<file path="src/rtl/prog_ctrl_pkg.sv">
// Shared definitions for the program-load / run controller and the
// instruction-ROM load port.
//   INSTR_W      : machine-word width
//   ctrl_state_t : controller phase (LOAD, RELEASE, RUN, HALT)
package prog_ctrl_pkg;

    localparam int INSTR_W = 9;

    typedef enum logic [1:0] {
        LOAD    = 2'd0,
        RELEASE = 2'd1,
        RUN     = 2'd2,
        HALT    = 2'd3
    } ctrl_state_t;

endpackage

</file>
<file path="src/rtl/prog_load_ctrl_if.sv">
// Loader word stream (valid/ready) between the program source and the
// controller.
//   in_valid : word valid               (master -> slave)
//   in_data  : machine word             (master -> slave)
//   in_last  : final word, with valid   (master -> slave)
//   in_ready : controller accepts word  (slave -> master)
interface prog_load_ctrl_if;
    import prog_ctrl_pkg::*;

    logic               in_valid;
    logic [INSTR_W-1:0] in_data;
    logic               in_last;
    logic               in_ready;

    modport master (output in_valid, output in_data, output in_last, input in_ready);
    modport slave  (input in_valid, input in_data, input in_last, output in_ready);

endinterface

</file>
<file path="src/rtl/sat_counter.sv">
// Up-counter with enable and synchronous clear. It stops at LIMIT, so it
// can never wrap however long enable stays high.
//   clk   : clock
//   clr_i : synchronous clear (wins over enable)
//   en_i  : count enable
//   cnt_o : current count
module sat_counter #(
    parameter int W     = 8,
    parameter int LIMIT = 255
) (
    input  logic         clk,
    input  logic         clr_i,
    input  logic         en_i,
    output logic [W-1:0] cnt_o
);

    logic [W-1:0] cnt_q;
    logic [W-1:0] cnt_d;

    always_comb begin
        cnt_d = cnt_q;
        if (en_i && (cnt_q != W'(LIMIT))) begin
            cnt_d = cnt_q + 1'b1;
        end
    end

    always_ff @(posedge clk) begin
        if (clr_i) begin
            cnt_q <= '0;
        end else begin
            cnt_q <= cnt_d;
        end
    end

    assign cnt_o = cnt_q;

endmodule

</file>
<file path="src/rtl/prog_load_ctrl.sv">
// Run controller for top_level: streams machine words into instruction
// memory, holds the core in reset for RST_CYC cycles, releases it, counts
// execution cycles until done or MAX_CYC, then freezes the core.
//
// state   | meaning
// --------+-----------------------------------------------
// LOAD    | accepting words, writing instruction memory
// RELEASE | load finished, core still held in reset
// RUN     | core running, cycles counting
// HALT    | run ended, core frozen, status held
//
// Ports: clk, reset (sync, active-high); ld (loader stream, slave);
// wr_en/wr_addr/wr_data (memory write port); core_reset/core_done;
// words, cycles, finished, timeout, overflow (status).
module prog_load_ctrl
    import prog_ctrl_pkg::*;
#(
    parameter int D       = 12,
    parameter int RST_CYC = 4,
    parameter int CW      = 16,
    parameter int MAX_CYC = 60000
) (
    input  logic               clk,
    input  logic               reset,
    prog_load_ctrl_if.slave    ld,
    output logic               wr_en,
    output logic [D-1:0]       wr_addr,
    output logic [INSTR_W-1:0] wr_data,
    output logic               core_reset,
    input  logic               core_done,
    output logic [D:0]         words,
    output logic [CW-1:0]      cycles,
    output logic               finished,
    output logic               timeout,
    output logic               overflow
);

    localparam int           RCW      = $clog2(RST_CYC + 1);
    localparam logic [D-1:0] ADDR_MAX = '1;

    ctrl_state_t    state_q, state_d;
    logic [D-1:0]   addr_q, addr_d;
    logic [D:0]     words_q, words_d;
    logic           finished_q, finished_d;
    logic           timeout_q, timeout_d;
    logic           overflow_q, overflow_d;

    logic [RCW-1:0] rst_cnt;
    logic [CW-1:0]  cyc_cnt;
    logic           load_rdy;
    logic           xfer;
    logic           rst_last;
    logic           cyc_last;

    sat_counter #(.W(RCW), .LIMIT(RST_CYC)) u_rst_cnt (
        .clk   (clk),
        .clr_i (reset),
        .en_i  (state_q == RELEASE),
        .cnt_o (rst_cnt)
    );

    // Runs only in RUN, so it stops on the edge that leaves RUN; that
    // edge is still counted, which is what makes the done cycle count.
    sat_counter #(.W(CW), .LIMIT(MAX_CYC)) u_cyc_cnt (
        .clk   (clk),
        .clr_i (reset),
        .en_i  (state_q == RUN),
        .cnt_o (cyc_cnt)
    );

    assign rst_last = (rst_cnt == RCW'(RST_CYC - 1));
    assign cyc_last = (cyc_cnt == CW'(MAX_CYC - 1));

    // Handshake outputs decode state (and the reset cycle) only.
    always_comb begin
        load_rdy    = (state_q == LOAD) && !reset;
        core_reset  = (state_q != RUN) || reset;
        ld.in_ready = load_rdy;
        xfer        = ld.in_valid && load_rdy;
        wr_en       = xfer;
        wr_addr     = addr_q;
        wr_data     = ld.in_data;
    end

    always_comb begin
        state_d    = state_q;
        addr_d     = addr_q;
        words_d    = words_q;
        finished_d = finished_q;
        timeout_d  = timeout_q;
        overflow_d = overflow_q;
        case (state_q)
            LOAD: begin
                if (xfer) begin
                    // Hold at the top address rather than wrapping to 0.
                    addr_d  = (addr_q == ADDR_MAX) ? addr_q : addr_q + 1'b1;
                    words_d = words_q + 1'b1;
                    if (ld.in_last) begin
                        state_d = RELEASE;
                    end else if (addr_q == ADDR_MAX) begin
                        overflow_d = 1'b1;
                        state_d    = RELEASE;
                    end
                end
            end
            RELEASE: begin
                if (rst_last) begin
                    state_d = RUN;
                end
            end
            RUN: begin
                if (core_done) begin
                    state_d    = HALT;
                    finished_d = 1'b1;
                end else if (cyc_last) begin
                    state_d    = HALT;
                    finished_d = 1'b1;
                    timeout_d  = 1'b1;
                end
            end
            HALT: begin
            end
            default: begin
                state_d = LOAD;
            end
        endcase
    end

    always_ff @(posedge clk) begin
        if (reset) begin
            state_q    <= LOAD;
            addr_q     <= '0;
            words_q    <= '0;
            finished_q <= 1'b0;
            timeout_q  <= 1'b0;
            overflow_q <= 1'b0;
        end else begin
            state_q    <= state_d;
            addr_q     <= addr_d;
            words_q    <= words_d;
            finished_q <= finished_d;
            timeout_q  <= timeout_d;
            overflow_q <= overflow_d;
        end
    end

    assign words    = words_q;
    assign cycles   = cyc_cnt;
    assign finished = finished_q;
    assign timeout  = timeout_q;
    assign overflow = overflow_q;

endmodule
</file>
<file path="src/flat_wrapper.sv">
// flat-port wrapper written by rule: the top's interface ports become plain ports
module prog_load_ctrl_flat import prog_ctrl_pkg::*;
#(
    parameter int D       = 12,
    parameter int RST_CYC = 4,
    parameter int CW      = 16,
    parameter int MAX_CYC = 60000
)
  (clk, reset, wr_en, wr_addr, wr_data, core_reset, core_done, words, cycles, finished, timeout, overflow, ld_in_valid, ld_in_data, ld_in_last, ld_in_ready);
  prog_load_ctrl_if ld_i ();
  input  logic clk;
  input  logic reset;
  output logic wr_en;
  output logic [D-1:0] wr_addr;
  output logic [INSTR_W-1:0] wr_data;
  output logic core_reset;
  input  logic core_done;
  output logic [D:0] words;
  output logic [CW-1:0] cycles;
  output logic finished;
  output logic timeout;
  output logic overflow;
  input wire logic [$bits(ld_i.in_valid)-1:0] ld_in_valid;
  input wire logic [$bits(ld_i.in_data)-1:0] ld_in_data;
  input wire logic [$bits(ld_i.in_last)-1:0] ld_in_last;
  output wire logic [$bits(ld_i.in_ready)-1:0] ld_in_ready;
  assign ld_i.in_valid = ld_in_valid;
  assign ld_i.in_data = ld_in_data;
  assign ld_i.in_last = ld_in_last;
  assign ld_in_ready = ld_i.in_ready;
  prog_load_ctrl #(.D(D), .RST_CYC(RST_CYC), .CW(CW), .MAX_CYC(MAX_CYC)) u_core (.clk(clk), .reset(reset), .ld(ld_i), .wr_en(wr_en), .wr_addr(wr_addr), .wr_data(wr_data), .core_reset(core_reset), .core_done(core_done), .words(words), .cycles(cycles), .finished(finished), .timeout(timeout), .overflow(overflow));
endmodule
</file>
<file path="config.mk">
export PLATFORM = sky130hd
export DESIGN_NAME = prog_load_ctrl_flat
export DESIGN_NICKNAME = d
export VERILOG_FILES = /design/src/rtl/prog_ctrl_pkg.sv /design/src/rtl/prog_load_ctrl_if.sv /design/src/rtl/sat_counter.sv /design/src/rtl/prog_load_ctrl.sv /design/src/flat_wrapper.sv
export SDC_FILE = /design/constraint.sdc
export NUM_CORES = 1
export LEC_CHECK = 0
export ABC_AREA = 1
export CELL_PAD_IN_SITES_DETAIL_PLACEMENT = 1
export CELL_PAD_IN_SITES_GLOBAL_PLACEMENT = 1
export CORE_ASPECT_RATIO = 0.5
export CORE_MARGIN = 3
export CORE_UTILIZATION = 31
export CTS_CLUSTER_DIAMETER = 120
export DETAILED_ROUTE_END_ITERATION = 7
export GPL_ROUTABILITY_DRIVEN = 0
export GPL_TIMING_DRIVEN = 0
export PLACE_DENSITY_LB_ADDON = 0.15
export SLEW_MARGIN = 20
export SYNTH_ARGS = -nofsm -noshare
export SYNTH_HDL_FRONTEND = slang
export SYNTH_SLANG_ARGS = --single-unit
</file>
<file path="constraint.sdc">
create_clock -name clk -period 1.49 [get_ports clk]
set_input_delay 0.298 -clock clk [delete_from_list [all_inputs] [get_ports clk]]
set_output_delay 0.298 -clock clk [all_outputs]
set_load 0.01 [all_outputs]
</file>
==> metrics.txt, run 1 <==
Die W 141 um; H-tree depth 2; skew final 3.68 ps; Final Hold Fails 0; hold slack 198 ps; vias 2925; Die Area 0.0104 mm2; most area-hungry cell type in the Yosys netlist dfxtp_1; sequential share of power 0.366; clock share of power 0.296; endpoint class of the critical path flip-flop; per-cell routed wire length 14.2 um; Net Switching 1.37 mW; worst hold path class in2reg; Netlist cell types 33; clock sink count 49; final setup violation count 11; Rows 23; CP max stage delay 370 ps; # DRC 0; leakage 1.85 nW; Post-Synthesis Cell Area 0.00283 mm2; total gr overflow 0; Mapped Avg Cell Area 6.81 um2; largest family of logic cells by synthesized area simple AND/OR/NAND/NOR gates; Final ANT Viol Nets 0; Clk pin slew, worst setup/hold paths 70 ps; critical path cell sequence inv_2 -> ha_4 -> nand3_4 -> nor3_4 -> nand2_2 -> nand2_8 -> clkinv_8 -> clkbuf_16 -> nand2_1 -> a21oi_1; post-synth net total 441; CTS Hold Buffers Added 0; Synth top area share 0.346; status complete, but fails checks; Seq/Total Area, Yosys 0.346; Worst slew margin 0.579; synthesis-to-layout area growth 48.2%; mux share of post-synthesis cell area 0; YS warnings 0; Port Buffers 59; violated checks negative setup slack; Worst Path Required 1660 ps; Post-Route Utilization 0.498; clock tree buffer depth 2; number of max-cap violations 0; largest net degree at the start of global routing 15; 1st-pass router iterations 4; slowest CP cell dfxtp_4; Synth Area in Simple Gates 0.337; Critical Path Start Type flip-flop; GRT Total Usage 0.168; Core Region 0.00843 mm2; PwrDens 998 mW/mm2; initial core utilization 0.336; root buf cell clkbuf_16; Top Layer Used met4; Tightest Pin Transition 631 ps; metal3 WL 415 um; clock latency on the worst-skew pair 300 ps; Net count, final 529; vias in the first global route 2849; Die H 73.6 um; fin worst setup slack -60.0 ps; Max VDD drop 0.520 mV; number of CTS-inserted buffers 5; Synth Area in XOR/XNOR 0.0402; RSZ-0062 raised after global routing yes; synthesis-stage register bit count 49; Mapped Cells 416; Starting DRT DRC Count 104; Tmin final 1550 ps; Met1 Wirelength 4140 um; Fmax 645 MHz; Synth area leaders dfxtp_1, nand2_1, inv_1, nor2_1, a21oi_1; ratio of final minimum period to clock period 1.04; Inserted Diodes 0; first-pass GRT wire length 13900 um; final WL 8730 um; CTS tree done; layout cells sized above 1 0.277; met2 wire length 4100 um; adder-cell share of the synthesized area 0.0486; dpl hpwl 5980 um; internal power 2.82 mW; critical path arrival 1720 ps; total I/O pin count 70; fin. max-slew vios 0; post-synthesis compound-gate area fraction 0.102; peak fanout along the critical path 7; initial antenna violation count 0; combinational share of power 0.338; kind of critical path reg2reg; sw frac 0.327; drt via density 4.74
==> placed cells by master (no fill, tap or decap), types with 3 or more instances in the layout <==
cell type        count
a21oi_1             29
a21oi_2              6
buf_2                3
buf_4               26
buf_6                7
clkbuf_16            7
clkdlybuf4s50_1     12
dfxtp_1             21
dfxtp_2             23
dfxtp_4              5
dlygate4sd2_1       40
dlymetal6s2s_1       4
ha_1                 5
ha_4                 5
inv_1               47
inv_2                4
inv_4                4
nand2_1            101
nand2_2             13
nand3_1             18
nand3_4              4
nand4_1              6
nor2_1              38
nor2_2               6
nor2_4              11
nor3_1               8
o21ai_0             12
o21ai_1              3
xnor2_1              5
xor2_1               8
==> cells in the mapped netlist, drive strengths merged <==
cell type    n
ha          11
o21ai       16
xnor2        5
inv         56
dfxtp       49
xor2         8
nor2        55
nor4         1
a21oi       35
nand2      118
clkbuf       3
o211ai       1
clkinv       2
nand4        6
nor3        10
nand3       22
nand3b       1
buf         15
o21a         2
==> flip-flops by register name, indices dropped and copies added, names as in the netlist <==
register,count
u_core.finished,1
u_core.overflow,1
u_core.state_q,2
u_core.timeout,1
u_core.u_cyc_cnt.cnt_o,16
u_core.u_rst_cnt.cnt_o,3
u_core.words,13
u_core.wr_addr,12
==> what timing repair did <==
item                                    in CTS  in global routing
endpoints found under the setup margin      74                 48
gates resized for setup                    110                 54
cloned                                       0                  2
pin swaps                                   15                 18
setup buffers                               14                  6
hold endpoints to repair                     0                  0
==> cell families (layout without fill, tap and decap cells) <==
family | count (synthesis) | count (layout)
compound gates | 54 | 54
buf+inv | 76 | 165
simple gates | 213 | 213
flops | 49 | 49
fa+ha+maj | 11 | 11
xor+xnor | 13 | 13
==> stage by stage <==
step	instances	setup WS, ps	total power, mW	cell area [um2]	TNS [ps]
global placement	587	-444	2.42	3560	-5530
finish	617	-60.0	4.19	4200	-281
CTS	609	-82.3	3.91	3910	-780
detailed placement	587	-460	2.46	3560	-6240
global route	617	-129	4.45	4200	-1730
floorplan	416	43.4	2.11	2830	0
==> worst paths after layout <==
path | startpoint | endpoint | slack, ps | depth (start not counted)
min reg2reg | u_core.timeout | u_core.timeout | 460 | 1
min | reset | u_core.wr_addr[6] | 200 | 2
max | u_core.u_cyc_cnt.cnt_o[1] | u_core.u_cyc_cnt.cnt_o[7] | -60 | 10
max reg2reg | u_core.u_cyc_cnt.cnt_o[1] | u_core.u_cyc_cnt.cnt_o[7] | -60 | 10
==> power by group through the flow <==
stage	combinational (mW)	sequential, mW	clock (mW)
finish	1.42	1.53	1.24
global route	1.56	1.55	1.34
CTS	1.11	1.51	1.28
detailed placement	0.931	1.53	0
global placement	0.902	1.52	0
floorplan	0.587	1.53	0
==> worst max-delay path, delay by kind of cell, from the launching register on <==
| family | cells | cell delay [ps] |
|---|---|---|
| AND/OR/NAND/NOR | 5 | 540 |
| flip-flops | 1 | 370 |
| buffers and inverters | 3 | 310 |
| adder cells (fa/ha/maj) | 1 | 130 |
| AO/OA/AOI/OAI | 1 | 60 |
==> layer usage <==
metal | up-vias | GRT usage
met5 | - | 0
met4 | 0 | 0.0430
met3 | 8 | 0.0436
met2 | 62 | 0.282
met1 | 1375 | 0.217
li1 | 1480 | -
==> layout make-up <==
class	instances	area, um2
Inverter	58	245
Buffer	18	145
Timing Repair Buffer	81	757
Fill cell	1051	4230
Multi-Input combinational cell	291	1730
Tap cell	112	140
Clock inverter	1	5.00
Clock buffer	7	153
Sequential cell	49	1030
No activity file was read; power rests on OpenSTA's default activity.
==> inputs of run 2 (changes only) <==
- SLEW_MARGIN: 20 -> default
==> results of run 2 <==
Same layout as run 1: the final DEF is identical, and so are final timing and power.
==> inputs of run 3 (changes only) <==
--- a/config.mk
+++ b/config.mk
@@ -13,3 +13,2 @@
 export CORE_UTILIZATION = 31
-export CTS_CLUSTER_DIAMETER = 120
 export DETAILED_ROUTE_END_ITERATION = 7
--- a/constraint.sdc
+++ b/constraint.sdc
@@ -3,2 +3,2 @@
 set_output_delay 0.298 -clock clk [all_outputs]
-set_load 0.01 [all_outputs]
+set_load 0.05 [all_outputs]
==> run 3 against run 2 <==
  * The flow still finishes with violations (negative setup slack)
  * Routed wire length decreased by 0.82%
  * First-iteration DRC count down 29%
  * Non-clock buffer count shrank 2
  * Die area did not move
  * Maximum frequency increased by 0.11%
  * Sequential share of layout area grew 0.42 points
  * Sequential power about the same
  * Clock skew grew 1.6 ps
  * Critical endpoint is now wr_en
  * Largest cell class unchanged
  * Largest power group is now combinational cells
==> metrics.txt, run 3 (synthesis gave the netlist of run 1 again) <==
CTS Hold Buffers Added 0 (unchanged); Net count, final 527 (was 529); Inserted Diodes 0 (unchanged); status complete, but fails checks (unchanged); number of max-cap violations 0 (unchanged); critical path cell sequence inv_4 -> ha_4 -> nand3_4 -> clkinv_4 -> buf_8 (was inv_2 -> ha_4 -> nand3_4 -> nor3_4 -> nand2_2 -> nand2_8 -> clkinv_8 -> clkbuf_16 -> nand2_1 -> a21oi_1); CTS tree done (unchanged); clock sink count 49 (unchanged); Die H 73.6 um (unchanged); initial antenna violation count 0 (unchanged); hold slack 193 ps (was 198 ps); sw frac 0.365 (was 0.327); skew final 5.32 ps (was 3.68 ps); final setup violation count 1 (was 11); GRT Total Usage 0.168 (about the same); peak fanout along the critical path 5 (was 7); fin worst setup slack -58.3 ps (was -60.0 ps); Post-Route Utilization 0.491 (was 0.498); vias 2909 (was 2925); Port Buffers 59 (unchanged); internal power 2.79 mW (was 2.82 mW); met2 wire length 4190 um (was 4100 um); per-cell routed wire length 14.1 um (was 14.2 um); first-pass GRT wire length 13900 um (about the same); leakage 1.62 nW (was 1.85 nW); min-delay src reset (unchanged); kind of critical path reg2out (was reg2reg); ratio of final minimum period to clock period 1.04 (about the same); Die Area 0.0104 mm2 (unchanged); worst hold endpoint u_core.wr_addr[6] (unchanged); Clk pin slew, worst setup/hold paths 70 ps (about the same); Tightest Pin Transition 689 ps (was 631 ps); dpl hpwl 6180 um (was 5980 um); slowest CP cell dfxtp_2 (was dfxtp_4); synthesis-to-layout area growth 46.3% (was 48.2%); cells on worst reg2reg path 10 (unchanged); Crit Reg-Reg Startpoint u_core.u_cyc_cnt.cnt_o[1] (unchanged); CP delay by family, top flip-flops (was simple AND/OR/NAND/NOR gates); total I/O pin count 70 (unchanged); RSZ-0062 raised after global routing yes (unchanged); initial core utilization 0.336 (unchanged); layout cells sized above 1 0.372 (was 0.277); root buf cell clkbuf_16 (unchanged); reg2reg setup slack 40 ps (was -60 ps); metal3 WL 331 um (was 415 um); Final Hold Fails 0 (unchanged); 1st-pass router iterations 4 (unchanged); Worst Path Required 1190 ps (was 1660 ps); critical path arrival 1250 ps (was 1720 ps); Reg2Reg Capture Point u_core.u_cyc_cnt.cnt_o[3] (was u_core.u_cyc_cnt.cnt_o[7]); largest net degree at the start of global routing 15 (unchanged); # DRC 0 (unchanged); Final ANT Viol Nets 0 (unchanged); clock latency on the worst-skew pair 290 ps (was 300 ps); commonest non-fill, non-tap cell in the layout nand2_1 (unchanged); Critical Path Start Type flip-flop (unchanged); vias in the first global route 2873 (was 2849); Core Region 0.00843 mm2 (unchanged); CP max stage delay 340 ps (was 370 ps); Starting DRT DRC Count 74 (was 104); violated checks negative setup slack (unchanged); clock tree buffer depth 2 (unchanged); Worst slew margin 0.541 (was 0.579); Met1 Wirelength 4110 um (was 4140 um); Rows 23 (unchanged); PwrDens 1060 mW/mm2 (was 998 mW/mm2); Tmin final 1550 ps (about the same); Top Layer Used met4 (unchanged); worst hold path class in2reg (unchanged); Largest register FFs 16 (unchanged); sequential share of power 0.352 (was 0.366); combinational share of power 0.363 (was 0.338); Net Switching 1.60 mW (was 1.37 mW); Max VDD drop 0.525 mV (was 0.520 mV); WHS Path Cells 2 (unchanged); final WL 8660 um (was 8730 um); fin. max-slew vios 0 (unchanged); clock share of power 0.285 (was 0.296); endpoint class of the critical path output pin (was flip-flop); most frequent cells in the layout nand2_1, inv_1, nor2_1 (was nand2_1, inv_1, dlygate4sd2_1); number of CTS-inserted buffers 5 (unchanged); crit path buf inv count 3 (unchanged); Die W 141 um (unchanged); drt via density 4.73 (was 4.74); total gr overflow 0 (unchanged); H-tree depth 2 (unchanged); Fmax 646 MHz (was 645 MHz)
==> run 3: changes by cell type in the layout (fill, tap and decap cells not counted), moves of 5 or more <==
cell             delta
clkdlybuf4s15_2    +21
clkbuf_2           +16
dfxtp_2             +6
clkdlybuf4s15_1     +5
dlygate4sd2_1      -38
dfxtp_1             -5
==> run 3: power by group through the flow <==
stage | Sequential, mW | Clock, mW | Combinational (mW)
floorplan | 1.67 | 0 | 0.691
global placement | 1.54 | 0 | 1.14
detailed placement | 1.55 | 0 | 1.16
CTS | 1.52 | 1.29 | 1.38
global route | 1.56 | 1.34 | 1.75
finish | 1.54 | 1.25 | 1.60
==> run 3: area by class of cell <==
class	count	area [um2]
tap	112	140
fill	1093	4290
sequential	49	1030
inverter	58	243
buffer	18	145
clock inverter	1	5.00
multi-input combinational	291	1710
clock buffer	7	153
timing repair buffer	79	713
==> run 3: stage by stage <==
stage / std cells / setup slack, ps / setup TNS, ps / total power, mW / area [um2]
after floorplan: 416 / -1.24 / -1.24 / 2.37 / 2900
after global placement: 587 / -717 / -6150 / 2.69 / 3630
after detailed placement: 587 / -713 / -6740 / 2.71 / 3630
after CTS: 606 / -84.0 / -90.7 / 4.19 / 3970
after global routing: 615 / -113 / -1150 / 4.65 / 4140
final: 615 / -58.3 / -58.3 / 4.39 / 4140
==> run 3: worst max path at each step <==
stage | start | end | cells past startpoint
after floorplan | u_core.wr_addr[10] | u_core.wr_addr[5] | 9
after global placement | ld_in_valid | wr_en | 4
after detailed placement | ld_in_valid | wr_en | 4
after CTS | u_core.state_q[0] | wr_en | 5
after global routing | u_core.state_q[0] | wr_en | 5
final | u_core.state_q[0] | wr_en | 5
==> run 3: routing by layer <==
metal,vias up,track usage
li1,1469,-
met1,1382,0.214
met2,54,0.294
met3,4,0.0423
met4,0,0.0301
met5,-,0
==> run 3: what timing repair did <==
item                                    4_1_cts  5_1_grt
cloned                                        1        1
pin swaps                                    11       15
gates resized for setup                     149       72
endpoints found under the setup margin       77       62
setup buffers                                10        8
==> run 3: worst reg2reg max path, delay by kind of cell (launching register included) <==
kind            cells  cell delay [ps]
buf+inv             3              260
flops               1              380
compound gates      1               50
simple gates        5              510
fa+ha+maj           1              120
